$ cat src/rtl/pc_pkg.sv
// Shared types and default constants for the IF-stage program counter.
// Optional PC_MISALIGN_TRAP_EN build turns misaligned redirect targets into exception redirects.
package pc_pkg;

    typedef enum logic [1:0] {
        PRI_NONE   = 2'd0,
        PRI_JUMP   = 2'd1,
        PRI_BRANCH = 2'd2,
        PRI_EXC    = 2'd3
    } pri_t;

    typedef enum logic {
        ST_RUN  = 1'b0,
        ST_HOLD = 1'b1
    } state_t;

    localparam int unsigned DEF_PC_WIDTH     = 32;
    localparam logic [31:0] DEF_RESET_VECTOR = 32'h0000_0000;
    localparam logic [31:0] DEF_EXC_VECTOR   = 32'h0000_0080;
    localparam int unsigned DEF_INCR         = 4;

    function automatic logic outranks(input pri_t a, input pri_t b);
        return a > b;
    endfunction

endpackage

$ cat src/rtl/pc_unit_if.sv
// Redirect/control bus between the pipeline control logic and pc_unit.
// o_misalign exists only when PC_MISALIGN_TRAP_EN is defined.
interface pc_unit_if #(
    parameter int unsigned PC_WIDTH = 32
);
    logic                i_enable;
    logic                i_pc_write;
    logic                i_exc;
    logic                i_branch_taken;
    logic [PC_WIDTH-1:0] i_branch_target;
    logic                i_jump;
    logic [PC_WIDTH-1:0] i_jump_target;
    logic [PC_WIDTH-1:0] o_pc;
    logic [PC_WIDTH-1:0] o_pc_plus;
    logic                o_flush;
    logic                o_redirect_pending;
`ifdef PC_MISALIGN_TRAP_EN
    logic                o_misalign;
`endif

    modport master (
        output i_enable, i_pc_write, i_exc, i_branch_taken, i_branch_target,
               i_jump, i_jump_target,
        input  o_pc, o_pc_plus, o_flush, o_redirect_pending
`ifdef PC_MISALIGN_TRAP_EN
        , input o_misalign
`endif
    );

    modport slave (
        input  i_enable, i_pc_write, i_exc, i_branch_taken, i_branch_target,
               i_jump, i_jump_target,
        output o_pc, o_pc_plus, o_flush, o_redirect_pending
`ifdef PC_MISALIGN_TRAP_EN
        , output o_misalign
`endif
    );

endinterface

$ cat src/rtl/pc_redirect_arb.sv
// Fixed-priority redirect select (exception > branch > jump) with target alignment.
// With PC_MISALIGN_TRAP_EN a misaligned target becomes an exception-level redirect.
module pc_redirect_arb
    import pc_pkg::*;
#(
    parameter int unsigned         PC_WIDTH   = DEF_PC_WIDTH,
    parameter logic [PC_WIDTH-1:0] EXC_VECTOR = PC_WIDTH'(DEF_EXC_VECTOR)
) (
    input  logic                exc,
    input  logic                branch_taken,
    input  logic [PC_WIDTH-1:0] branch_target,
    input  logic                jump,
    input  logic [PC_WIDTH-1:0] jump_target,
    output logic [PC_WIDTH-1:0] target,
    output pri_t                level
`ifdef PC_MISALIGN_TRAP_EN
    , output logic              misalign
`endif
);

    localparam logic [PC_WIDTH-1:0] ALIGN_MASK = ~PC_WIDTH'(3);

    logic [PC_WIDTH-1:0] raw;
    pri_t                raw_level;

    always_comb begin
        raw       = '0;
        raw_level = PRI_NONE;
        if (branch_taken) begin
            raw       = branch_target;
            raw_level = PRI_BRANCH;
        end else if (jump) begin
            raw       = jump_target;
            raw_level = PRI_JUMP;
        end
    end

    always_comb begin
        target = raw & ALIGN_MASK;
        level  = raw_level;
`ifdef PC_MISALIGN_TRAP_EN
        misalign = 1'b0;
        if (raw_level != PRI_NONE && raw[1:0] != 2'b00) begin
            target   = EXC_VECTOR;
            level    = PRI_EXC;
            misalign = ~exc;
        end
`endif
        if (exc) begin
            target = EXC_VECTOR;
            level  = PRI_EXC;
        end
    end

endmodule

$ cat src/rtl/pc_unit.sv
// IF-stage PC register with prioritised redirects, stall buffering of one redirect and a flush pulse.
// Optional PC_MISALIGN_TRAP_EN adds the registered o_misalign pulse.
module pc_unit
    import pc_pkg::*;
#(
    parameter int unsigned         PC_WIDTH     = DEF_PC_WIDTH,
    parameter logic [PC_WIDTH-1:0] RESET_VECTOR = PC_WIDTH'(DEF_RESET_VECTOR),
    parameter logic [PC_WIDTH-1:0] EXC_VECTOR   = PC_WIDTH'(DEF_EXC_VECTOR),
    parameter int unsigned         INCR         = DEF_INCR
) (
    input logic         i_clk,
    input logic         i_reset,
    pc_unit_if.slave    bus
);

    state_t              state;
    logic [PC_WIDTH-1:0] pc;
    logic                flush;
    logic [PC_WIDTH-1:0] pend_target;
    pri_t                pend_level;
    logic [PC_WIDTH-1:0] live_target;
    pri_t                live_level;
    logic                advance;
`ifdef PC_MISALIGN_TRAP_EN
    logic                live_misalign;
    logic                misalign;
`endif

    pc_redirect_arb #(
        .PC_WIDTH   (PC_WIDTH),
        .EXC_VECTOR (EXC_VECTOR)
    ) u_arb (
        .exc           (bus.i_exc),
        .branch_taken  (bus.i_branch_taken),
        .branch_target (bus.i_branch_target),
        .jump          (bus.i_jump),
        .jump_target   (bus.i_jump_target),
        .target        (live_target),
        .level         (live_level)
`ifdef PC_MISALIGN_TRAP_EN
        , .misalign    (live_misalign)
`endif
    );

    assign advance = bus.i_enable & bus.i_pc_write;

    always_ff @(posedge i_clk) begin
        if (!i_reset) begin
            state       <= ST_RUN;
            pc          <= RESET_VECTOR;
            flush       <= 1'b0;
            pend_target <= '0;
            pend_level  <= PRI_NONE;
`ifdef PC_MISALIGN_TRAP_EN
            misalign    <= 1'b0;
`endif
        end else begin
            flush <= 1'b0;
`ifdef PC_MISALIGN_TRAP_EN
            misalign <= 1'b0;
`endif
            case (state)
                ST_RUN: begin
                    if (live_level != PRI_NONE) begin
`ifdef PC_MISALIGN_TRAP_EN
                        misalign <= live_misalign;
`endif
                        if (advance) begin
                            pc    <= live_target;
                            flush <= 1'b1;
                        end else begin
                            pend_target <= live_target;
                            pend_level  <= live_level;
                            state       <= ST_HOLD;
                        end
                    end else if (advance) begin
                        pc <= pc + PC_WIDTH'(INCR);
                    end
                end
                ST_HOLD: begin
                    if (advance) begin
                        // On release only an exception-level request may override the buffered target.
                        pc          <= (live_level == PRI_EXC) ? live_target : pend_target;
                        flush       <= 1'b1;
                        pend_target <= '0;
                        pend_level  <= PRI_NONE;
                        state       <= ST_RUN;
`ifdef PC_MISALIGN_TRAP_EN
                        misalign    <= (live_level == PRI_EXC) && live_misalign;
`endif
                    end else if (outranks(live_level, pend_level)) begin
                        pend_target <= live_target;
                        pend_level  <= live_level;
`ifdef PC_MISALIGN_TRAP_EN
                        misalign    <= live_misalign;
`endif
                    end
                end
                default: state <= ST_RUN;
            endcase
        end
    end

    assign bus.o_pc               = pc;
    assign bus.o_pc_plus          = pc + PC_WIDTH'(INCR);
    assign bus.o_flush            = flush;
    assign bus.o_redirect_pending = (state == ST_HOLD);
`ifdef PC_MISALIGN_TRAP_EN
    assign bus.o_misalign         = misalign;
`endif

endmodule

$ cat src/flat_wrapper.sv
// flat-port wrapper written by rule: the top's interface ports become plain ports
module pc_unit_flat import pc_pkg::*;
#(
    parameter int unsigned         PC_WIDTH     = DEF_PC_WIDTH,
    parameter logic [PC_WIDTH-1:0] RESET_VECTOR = PC_WIDTH'(DEF_RESET_VECTOR),
    parameter logic [PC_WIDTH-1:0] EXC_VECTOR   = PC_WIDTH'(DEF_EXC_VECTOR),
    parameter int unsigned         INCR         = DEF_INCR
)
  (i_clk, i_reset, bus_i_enable, bus_i_pc_write, bus_i_exc, bus_i_branch_taken, bus_i_branch_target, bus_i_jump, bus_i_jump_target, bus_o_pc, bus_o_pc_plus, bus_o_flush, bus_o_redirect_pending);
  pc_unit_if #(.PC_WIDTH(PC_WIDTH)) bus_i ();
  input logic i_clk;
  input logic i_reset;
  input wire logic [$bits(bus_i.i_enable)-1:0] bus_i_enable;
  input wire logic [$bits(bus_i.i_pc_write)-1:0] bus_i_pc_write;
  input wire logic [$bits(bus_i.i_exc)-1:0] bus_i_exc;
  input wire logic [$bits(bus_i.i_branch_taken)-1:0] bus_i_branch_taken;
  input wire logic [$bits(bus_i.i_branch_target)-1:0] bus_i_branch_target;
  input wire logic [$bits(bus_i.i_jump)-1:0] bus_i_jump;
  input wire logic [$bits(bus_i.i_jump_target)-1:0] bus_i_jump_target;
  output wire logic [$bits(bus_i.o_pc)-1:0] bus_o_pc;
  output wire logic [$bits(bus_i.o_pc_plus)-1:0] bus_o_pc_plus;
  output wire logic [$bits(bus_i.o_flush)-1:0] bus_o_flush;
  output wire logic [$bits(bus_i.o_redirect_pending)-1:0] bus_o_redirect_pending;
  assign bus_i.i_enable = bus_i_enable;
  assign bus_i.i_pc_write = bus_i_pc_write;
  assign bus_i.i_exc = bus_i_exc;
  assign bus_i.i_branch_taken = bus_i_branch_taken;
  assign bus_i.i_branch_target = bus_i_branch_target;
  assign bus_i.i_jump = bus_i_jump;
  assign bus_i.i_jump_target = bus_i_jump_target;
  assign bus_o_pc = bus_i.o_pc;
  assign bus_o_pc_plus = bus_i.o_pc_plus;
  assign bus_o_flush = bus_i.o_flush;
  assign bus_o_redirect_pending = bus_i.o_redirect_pending;
  pc_unit #(.PC_WIDTH(PC_WIDTH), .RESET_VECTOR(RESET_VECTOR), .EXC_VECTOR(EXC_VECTOR), .INCR(INCR)) u_core (.i_clk(i_clk), .i_reset(i_reset), .bus(bus_i));
endmodule
$ cat config.mk
export PLATFORM = sky130hd
export DESIGN_NAME = pc_unit_flat
export DESIGN_NICKNAME = d
export VERILOG_FILES = /design/src/rtl/pc_pkg.sv /design/src/rtl/pc_unit_if.sv /design/src/rtl/pc_redirect_arb.sv /design/src/rtl/pc_unit.sv /design/src/flat_wrapper.sv
export SDC_FILE = /design/constraint.sdc
export NUM_CORES = 1
export LEC_CHECK = 0
export BUFFER_PORTS_ARGS = -buffer_cell sky130_fd_sc_hd__buf_2
export CAP_MARGIN = 5
export CORE_MARGIN = 3
export CORE_UTILIZATION = 50
export CTS_BUF_LIST = sky130_fd_sc_hd__clkbuf_4
export DETAILED_ROUTE_END_ITERATION = 7
export PLACE_DENSITY_LB_ADDON = 0.25
export SETUP_SLACK_MARGIN = 0.5
export SKIP_LAST_GASP = 1
export SLEW_MARGIN = 10
export SYNTH_ARGS = -nofsm -noshare
export SYNTH_HDL_FRONTEND = slang
export SYNTH_SLANG_ARGS = --single-unit
$ cat constraint.sdc
create_clock -name i_clk -period 5.9 [get_ports i_clk]
set_input_delay 0.59 -clock i_clk [delete_from_list [all_inputs] [get_ports i_clk]]
set_output_delay 0.59 -clock i_clk [all_outputs]
set_load 0.05 [all_outputs]
==> results.py, run 1 <==
metrics = {
    "die": {
        "die_h_um": 96.4,
        "die-area_um2": 9300,
        "ios": 137,
        "start_util": 0.521,
        "rows": 32,
        "die_w_um": 96.4,
        "core-area_um2": 7850,
    },
    "timing": {
        "max_freq_mhz": 309,
        "tightest_slew_ps": 1170,
        "max-slew-margin-rel": 0.220,
        "period_minus_slack_ps": 3240,
        "setup_tns_ps": 0,
        "finalClockSkew_ps": 14.2,
        "hold_violations": 0,
        "finalCritPeriodShare": 0.548,
        "whs_ps": 467,
        "setup_viol": 0,
        "grt_setup_unrepaired": "no",
        "slew_violations": 0,
    },
    "logic_synthesis": {
        "synth_cells": 527,
        "ys_seq_elements": 64,
        "ys_top_cells_by_count": "dfxtp_1 (64), nand3_1 (54), nand2_1 (47), o21ai_0 (32), a22oi_1 (31)",
        "seq_area_frac_synth": 0.313,
        "synth_edf_count": 0,
        "ys_async_sr_fraction": 0,
        "yosys.area.top_type_share": 0.313,
        "synthDistinctLibCells": 65,
        "yosys_warnings": 0,
        "synthTopCellsByArea": "dfxtp_1 (31%), nand3_1 (6.6%), a22oi_1 (5.7%)",
        "synth_area_leader_cell": "dfxtp_1",
        "synthFlopType": "dfxtp_1",
        "yosysMostFrequentCell": "dfxtp_1",
        "synth_area_um2": 4090,
        "postSynthAreaPerCell_um2": 7.76,
    },
    "clocking": {
        "cts_resized": 0,
        "cts_buffers": 9,
        "worstSkewPairLatency_ps": 420,
        "cts_max_level": 3,
        "cts-root-buf": "clkbuf_4",
        "hold_buffers": 0,
        "cts_setup_buffers": 0,
        "clk_pin_slew_ps": 110,
        "clockBufferDepth": 2,
        "cts_tree": "done",
        "clock-sinks": 64,
    },
    "detailed_routing": {
        "drc": 0,
        "vias": 4584,
        "viasPerCell": 6.25,
        "wirelength_um": 13100,
        "drtPass1Iterations": 5,
        "ant_nets": 0,
        "wire_per_inst_um": 17.8,
        "drtIter0Drc": 437,
    },
    "worst_setup_path": {
        "cp_slowest_cell": "nor2_1",
        "reg2reg_setup_slack_ps": 3550,
        "worst_setup_path_start_kind": "flop",
        "cp_top_family": "simple AND/OR/NAND/NOR gates",
        "crit_type": "reg -> out",
        "crit_fanout": 8,
        "cp.arrival_ps": 2650,
        "crit_buf_inv": 1,
        "worstReg2RegStart": "u_core.bus.o_redirect_pending$_SDFF_PN0_",
        "end_kind": "primary output",
        "worstSetupEndpoint": "bus_o_pc_plus[26]",
        "rr_endpoint": "u_core.bus.o_pc[11]$_SDFFE_PN0P_",
        "cp_num_cells": 6,
        "reg2regPathDepth": 6,
        "critPathMaxStageDelay_ps": 530,
        "cp.required_ps": 5310,
        "crit_chain": "ha_1 -> nand3_1 -> nor2_1 -> nand4_1 -> xnor2_1 -> buf_2",
        "cp-startpoint": "u_core.bus.o_pc[2]$_SDFFE_PN0P_",
    },
    "pwr": {
        "p_per_area_nw_per_um2": 205,
        "ir_drop_mv": 0.122,
        "p_leak_nw": 1.98,
    },
    "status": {
        "status": "complete, no violations",
    },
    "global_routing": {
        "global_route.usage.met2": 0.431,
        "grtUsageMet1": 0.404,
        "grt_pass1_vias": 3878,
        "grt-ovfl-total": 0,
        "grt_busiest_layer": "met2",
        "grt_first_pass_wirelength_um": 20100,
        "antenna_found_initial": 0,
        "grt_max_degree": 65,
        "grt_usage": 0.277,
        "grt_use_met3": 0.0349,
    },
    "finish": {
        "syn2layout_area_growth_pct": 17.4,
        "fillers": 759,
        "final_layout_size_suffix_gt1_frac": 0.252,
        "n_antenna_cell": 0,
        "final_nets": 701,
        "regArea_um2": 1280,
        "multiInputGateArea_um2": 2560,
    },
    "placement": {
        "port_buffers": 128,
        "place_congestion": 0.944,
        "dpl.hpwl_um": 9220,
    },
    "worst_hold_path": {
        "hp-class": "reg -> reg",
    },
    "flow_run": {
        "maxCapViolCount": 0,
    },
}
how the worst min path moves through the flow:
stage | slack, ps | start | cells past startpoint | endpoint
global route | 490 | u_core.pend_target[21]$_SDFFE_PN0P_ | 2 | u_core.pend_target[21]$_SDFFE_PN0P_
finish | 470 | u_core.pend_target[12]$_SDFFE_PN0P_ | 2 | u_core.pend_target[12]$_SDFFE_PN0P_
CTS | 460 | u_core.pend_target[12]$_SDFFE_PN0P_ | 2 | u_core.pend_target[12]$_SDFFE_PN0P_
global placement | 440 | u_core.pend_target[12]$_SDFFE_PN0P_ | 2 | u_core.pend_target[12]$_SDFFE_PN0P_
floorplan | 430 | u_core.pend_target[8]$_SDFFE_PN0P_ | 2 | u_core.pend_target[8]$_SDFFE_PN0P_
detailed placement | 450 | u_core.pend_target[12]$_SDFFE_PN0P_ | 2 | u_core.pend_target[12]$_SDFFE_PN0P_
where the power goes:
group          leakage (nW)  switching (mW)  internal, mW
Sequential            0.522          0.0218         0.453
Clock                0.0571           0.165        0.0849
Combinational          1.40           0.187        0.0724
Total                  1.98           0.374         0.611
metal layers:
layer,vias to the layer above,share of wire
met5,-,0
met4,0,0.0098
met3,12,0.10
met2,241,0.46
met1,2132,0.43
li1,2199,-
flip-flops by register name, indices dropped and copies added (netlist names):
| signal | count |
|---|---|
| u_core.pend_target | 30 |
| u_core.bus.o_flush | 1 |
| u_core.pend_level | 2 |
| u_core.bus.o_pc | 30 |
| u_core.bus.o_redirect_pending | 1 |
placed cells by master (no fill, tap or decap), drive strengths merged, types with 4 or more instances in the layout:
cell,instances
nor3,14
inv,11
nand3,54
nand2,47
o31ai,17
nor4,4
o41ai,11
nor2b,4
clkbuf,10
nor2,28
xnor2,20
a211oi,12
a31oi,5
a22oi,31
and4,7
nand4,10
xor2,8
conb,4
o21ai,38
and3,8
o22ai,6
a22o,4
dfxtp,64
buf,134
a21oi,26
clkinv,5
a2111oi,4
metrics by stage:
step	worst slack (ps)	cells	power, mW	util	cell area [um^2]
after floorplan	2680	530	0.670	-	4100
after detailed placement	2580	718	0.741	0.599	4700
final	2660	733	0.985	0.612	4800
after global routing	2470	733	1.02	0.612	4800
after global placement	2690	718	0.735	0.599	4700
after CTS	2700	733	0.981	0.612	4800
worst min-delay path, delay by kind of cell, from the launching register on:
family / cells / cell delay [ps]
AOI/OAI and AO/OA: 1 / 50
and+or+nand+nor: 1 / 60
DFF: 1 / 330
cells by family after synthesis:
kind of cell               after synthesis  synth area share
AOI/OAI and AO/OA                      184             0.313
DFF                                     64             0.313
and+or+nand+nor                        186             0.238
xor gates and xnor gates                28            0.0600
other                                    1          0.000917
adders and majority gates                3           0.00918
muxes                                    1           0.00245
buffers and inverters                   60            0.0639
area by class of cell:
cell class              instances  area share
flip-flops and latches         64       0.267
clock buffers                  10      0.0156
well taps                     102      0.0266
clock inverters                 5     0.00521
multi-input cells             406       0.533
repair buffers                134       0.143
inverters                      12     0.00938
Note: power is estimated with default switching activity, not from simulation.
==> run 2: changes to the inputs <==
--- a/config.mk
+++ b/config.mk
@@ -8,7 +8,7 @@
 export BUFFER_PORTS_ARGS = -buffer_cell sky130_fd_sc_hd__buf_2
 export CAP_MARGIN = 5
 export CORE_MARGIN = 3
-export CORE_UTILIZATION = 50
+export CORE_UTILIZATION = 48
 export CTS_BUF_LIST = sky130_fd_sc_hd__clkbuf_4
 export DETAILED_ROUTE_END_ITERATION = 7
 export PLACE_DENSITY_LB_ADDON = 0.25
==> constraint.sdc (replaced) <==
create_clock -name i_clk -period 2.8 [get_ports i_clk]
set_input_delay 0.28 -clock i_clk [delete_from_list [all_inputs] [get_ports i_clk]]
set_output_delay 0.28 -clock i_clk [all_outputs]
set_load 0.05 [all_outputs]
==> run 2 against run 1 <==
Global-route usage grew 2.7 points; critical path type unchanged; clock skew rose by 6.7 ps; largest power group unchanged; clock-buffer cell count down 1; sequential share of layout area decreased by 3.3 points; via count rose by 11%; routed wire length grew 17%; clock power grew 110%; highest routed layer unchanged; flip-flop and latch count stayed put.
==> results.py, run 2 (synthesis results as in run 1) <==
metrics = {
    "status": {
        "status": "complete, no violations",
    },
    "detailed_routing": {
        "drtPass1Iterations": 5,
        "viasPerCell": 6.43,
        "ant_nets": 0,
        "wire_per_inst_um": 19.2,
        "wirelength_um": 15200,
        "vias": 5090,
        "drtIter0Drc": 452,
        "drc": 0,
    },
    "finish": {
        "syn2layout_area_growth_pct": 41.9,
        "final_nets": 757,
        "layout_commonest_cell": "buf_2",
        "multiInputGateArea_um2": 2940,
        "utilization": 0.703,
        "final_cell_mix": "buf_2 (107), buf_4 (63), nand3_1 (48)",
        "fillers": 665,
        "regArea_um2": 1360,
        "n_antenna_cell": 0,
        "final_layout_size_suffix_gt1_frac": 0.413,
    },
    "timing": {
        "grt_setup_unrepaired": "yes",
        "tightest_slew_ps": 899,
        "setup_tns_ps": 0,
        "period_minus_slack_ps": 2490,
        "hold_violations": 0,
        "max-slew-margin-rel": 0.393,
        "finalCritPeriodShare": 0.891,
        "max_freq_mhz": 401,
        "setup_viol": 0,
        "finalClockSkew_ps": 20.9,
        "slew_violations": 0,
    },
    "worst_setup_path": {
        "crit_buf_inv": 3,
        "cp_slowest_cell": "dfxtp_4",
        "worst_setup_path_start_kind": "flop",
        "reg2reg_setup_slack_ps": 690,
        "crit_chain": "nand4_1 -> buf_4 -> nor4_4 -> buf_4 -> nand4_1 -> xnor2_4 -> buf_6",
        "cp.required_ps": 2520,
        "crit_fanout": 5,
        "cp.arrival_ps": 2210,
        "cp-startpoint": "u_core.bus.o_pc[12]$_SDFFE_PN0P_",
        "crit_type": "reg -> out",
        "critPathMaxStageDelay_ps": 390,
        "rr_endpoint": "u_core.bus.o_pc[29]$_SDFFE_PN0P_",
        "reg2regPathDepth": 9,
        "cp_top_family": "simple AND/OR/NAND/NOR gates",
        "worstReg2RegStart": "u_core.bus.o_pc[12]$_SDFFE_PN0P_",
        "end_kind": "primary output",
    },
    "pwr": {
        "power.total_mw": 2.15,
        "p_leak_nw": 2.52,
        "ir_drop_mv": 0.232,
        "p_per_area_nw_per_um2": 370,
    },
    "global_routing": {
        "grt-ovfl-total": 0,
        "grt_max_degree": 49,
        "grt_usage": 0.303,
        "grt_pass1_vias": 4613,
        "antenna_found_initial": 0,
        "grt_first_pass_wirelength_um": 23800,
    },
    "die": {
        "die-area_um2": 9660,
        "rows": 33,
        "ios": 137,
        "die_w_um": 98.3,
        "start_util": 0.495,
        "die_h_um": 98.3,
        "core-area_um2": 8260,
    },
    "clocking": {
        "clk_pin_slew_ps": 130,
        "cts_max_level": 3,
        "clock-sinks": 64,
        "cts-root-buf": "clkbuf_4",
        "cts_buffers": 9,
        "cts_tree": "done",
        "clockBufferDepth": 2,
        "worstSkewPairLatency_ps": 430,
    },
    "placement": {
        "place_congestion": 0.959,
        "dpl.hpwl_um": 9940,
        "port_buffers": 128,
    },
    "worst_hold_path": {
        "hp-class": "in -> reg",
        "min_to": "u_core.bus.o_pc[17]$_SDFFE_PN0P_",
        "min_path_cells": 3,
        "hp-start": "i_reset",
    },
    "flow_run": {
        "maxCapViolCount": 0,
    },
}
## run 2: tightest hold or removal path, stage by stage
cell and delay [ps]:
buf_2 180, o21ai_0 110, nor3_1 50
## run 2: worst max-delay path by stage
stage                                          endpoint  slack (ps)  cells past startpoint
finish                                bus_o_pc_plus[29]         310                      7
floorplan                             bus_o_pc_plus[31]         440                      5
global placement                      bus_o_pc_plus[26]         570                      6
detailed placement  u_core.pend_target[10]$_SDFFE_PN0P_         520                      8
global route                          bus_o_pc_plus[29]         230                      7
CTS                                   bus_o_pc_plus[27]         390                      5
## run 2: per-layer routing
layer,GRT usage,part of all wire
met1,0.404,0.39
met2,0.476,0.46
met3,0.0764,0.10
met4,0.111,0.040
met5,0,0
## run 2: where the power goes
part | total, mW | internal [mW] | switching (mW)
Combinational | 0.622 | 0.203 | 0.419
Sequential | 0.999 | 0.948 | 0.0509
Clock | 0.524 | 0.166 | 0.358
## run 2: area by class of cell
type | count | area share
Clock inverter | 6 | 0.00474
Timing Repair Buffer | 190 | 0.213
Tap cell | 105 | 0.0226
Clock buffer | 9 | 0.0116
Multi-Input combinational cell | 406 | 0.507
Sequential cell | 64 | 0.234
Inverter | 12 | 0.00776
## run 2: metrics by stage
step	setup WS (ps)	instances	hold slack (ps)	area, um^2
global route	230	792	179	5800
detailed placement	521	732	456	5050
floorplan	441	530	432	4360
finish	306	792	212	5800
CTS	386	777	190	5620
global placement	573	732	442	5050
## run 2: repair_timing
action	in CTS	in global routing
setup buffers	29	15
endpoints found under the setup margin	20	22
resized for setup	75	26
cloned	1	0
pin swaps	12	19
hold buffers	0	0
==> run 3: changes to the inputs <==
--- a/config.mk
+++ b/config.mk
@@ -7,8 +7,10 @@
 export LEC_CHECK = 0
 export BUFFER_PORTS_ARGS = -buffer_cell sky130_fd_sc_hd__buf_2
 export CAP_MARGIN = 5
+export CELL_PAD_IN_SITES_DETAIL_PLACEMENT = 1
+export CELL_PAD_IN_SITES_GLOBAL_PLACEMENT = 1
 export CORE_MARGIN = 3
-export CORE_UTILIZATION = 48
+export CORE_UTILIZATION = 34
 export CTS_BUF_LIST = sky130_fd_sc_hd__clkbuf_4
 export DETAILED_ROUTE_END_ITERATION = 7
 export PLACE_DENSITY_LB_ADDON = 0.25
==> run 3 against run 2 <==
Fmax is 1.3% higher; critical endpoint is now bus_o_pc_plus[27]; combinational power increased by 6.8%; design area up 5.4%; via count grew 1.1%; critical path depth fell by 2; largest cell class unchanged; global-route usage fell by 4.4 points; die area up 38%; flip-flop and latch count did not move.
==> results.py, run 3 (synthesis results as in run 1) <==
metrics = {
    "global_routing": {
        "grt_pass1_vias": 5040,
        "grt_max_degree": 43,
        "grt_usage": 0.260,
        "grt-ovfl-total": 0,
        "antenna_found_initial": 0,
        "grt_first_pass_wirelength_um": 27100,
    },
    "finish": {
        "regArea_um2": 1370,
        "n_antenna_cell": 0,
        "fillers": 1397,
        "layout_commonest_cell": "buf_2",
        "syn2layout_area_growth_pct": 49.5,
        "final_layout_size_suffix_gt1_frac": 0.430,
        "final_cell_mix": "buf_2 (109), buf_4 (75), nand3_1 (47)",
        "final_nets": 773,
        "multiInputGateArea_um2": 2970,
        "final_area_um2": 6110,
    },
    "timing": {
        "setup_viol": 0,
        "tightest_slew_ps": 913,
        "whs_ps": 207,
        "hold_violations": 0,
        "period_minus_slack_ps": 2460,
        "max_freq_mhz": 406,
        "max-slew-margin-rel": 0.387,
        "slew_violations": 0,
        "finalClockSkew_ps": 25.3,
        "grt_setup_unrepaired": "yes",
        "setup_tns_ps": 0,
        "finalCritPeriodShare": 0.879,
    },
    "clocking": {
        "clockBufferDepth": 2,
        "cts-root-buf": "clkbuf_4",
        "worstSkewPairLatency_ps": 440,
        "clock-sinks": 64,
        "cts_buffers": 9,
        "cts_max_level": 3,
        "cts_tree": "done",
        "clk_pin_slew_ps": 140,
    },
    "status": {
        "status": "complete, no violations",
    },
    "worst_setup_path": {
        "reg2reg_setup_slack_ps": 740,
        "worstSetupEndpoint": "bus_o_pc_plus[27]",
        "worstReg2RegStart": "u_core.bus.o_redirect_pending$_SDFF_PN0_",
        "end_kind": "primary output",
        "critPathMaxStageDelay_ps": 580,
        "cp.arrival_ps": 2180,
        "crit_type": "reg -> out",
        "cp-startpoint": "u_core.bus.o_pc[11]$_SDFFE_PN0P_",
        "reg2regPathDepth": 4,
        "cp.required_ps": 2520,
        "crit_fanout": 6,
        "worst_setup_path_start_kind": "flop",
        "crit_chain": "and4_4 -> nand4_4 -> or4_4 -> xnor2_4 -> buf_6",
        "cp_slowest_cell": "or4_4",
        "rr_endpoint": "u_core.pend_target[21]$_SDFFE_PN0P_",
    },
    "detailed_routing": {
        "ant_nets": 0,
        "wirelength_um": 18800,
        "drtIter0Drc": 408,
        "vias": 5145,
        "viasPerCell": 6.07,
        "wire_per_inst_um": 22.3,
        "drc": 0,
        "drtPass1Iterations": 5,
    },
    "die": {
        "rows": 39,
        "start_util": 0.354,
        "ios": 137,
        "die-area_um2": 13400,
        "die_w_um": 116,
        "core-area_um2": 11600,
        "die_h_um": 116,
    },
    "placement": {
        "place_congestion": 0.847,
        "dpl.hpwl_um": 12200,
        "port_buffers": 128,
        "place_area_um2": 5130,
    },
    "worst_hold_path": {
        "hp-class": "in -> reg",
        "min_path_cells": 3,
    },
    "flow_run": {
        "maxCapViolCount": 0,
    },
    "pwr": {
        "ir_drop_mv": 0.176,
        "p_per_area_nw_per_um2": 412,
        "p_leak_nw": 2.66,
    },
}
run 3: metrics by stage:
| step | cells | setup slack (ps) | total power [mW] | util |
|---|---|---|---|---|
| final | 847 | 339 | 2.52 | 0.529 |
| after global routing | 847 | 279 | 2.61 | 0.529 |
| after CTS | 820 | 343 | 2.48 | 0.499 |
| after detailed placement | 774 | 453 | 1.63 | 0.444 |
| after global placement | 774 | 537 | 1.61 | 0.444 |
| after floorplan | 530 | 441 | 1.43 | - |
run 3: layout make-up:
cell class / instances / share of cell area
timing repair buffer: 206 / 0.223
inverter: 12 / 0.00737
sequential: 64 / 0.224
clock inverter: 7 / 0.0194
tap: 143 / 0.0293
multi-input combinational: 406 / 0.485
clock buffer: 9 / 0.0110
run 3: worst max-delay path, delay by kind of cell, from the launching register on:
kind / cells / cell delay (ps)
buf+inv: 1 / 170
flops: 1 / 390
xor+xnor: 1 / 150
simple gates: 3 / 1030
run 3: how the worst min path moves through the flow:
stage | slack [ps] | endpoint | from
finish | 210 | u_core.pend_target[22]$_SDFFE_PN0P_ | bus_i_jump_target[22]
global placement | 440 | u_core.pend_target[8]$_SDFFE_PN0P_ | u_core.pend_target[8]$_SDFFE_PN0P_
detailed placement | 450 | u_core.pend_target[8]$_SDFFE_PN0P_ | u_core.pend_target[8]$_SDFFE_PN0P_
global route | 200 | u_core.pend_target[13]$_SDFFE_PN0P_ | bus_i_jump_target[13]
CTS | 190 | u_core.pend_target[13]$_SDFFE_PN0P_ | bus_i_jump_target[13]
floorplan | 430 | u_core.pend_target[8]$_SDFFE_PN0P_ | u_core.pend_target[8]$_SDFFE_PN0P_
run 3: repair_timing:
| item | CTS | global route |
|---|---|---|
| gates resized for setup | 69 | 41 |
| buffers inserted | 30 | 27 |
| pin swaps | 15 | 17 |
| setup endpoints to repair | 22 | 26 |
| hold buffers | 0 | 0 |
run 3: power breakdown:
part	total (mW)	internal (mW)	switching, mW
clock network	0.862	0.453	0.409
logic	0.664	0.213	0.451
registers	0.991	0.944	0.0465
total	2.52	1.61	0.906
run 3: routing by layer:
layer | vias to the layer above | routed length, um | track usage
met3 | 48 | 1440 | 0.0601
met5 | - | 0 | 0
met1 | 2504 | 7730 | 0.325
li1 | 2347 | - | -
met4 | 0 | 538 | 0.110
met2 | 246 | 9140 | 0.430
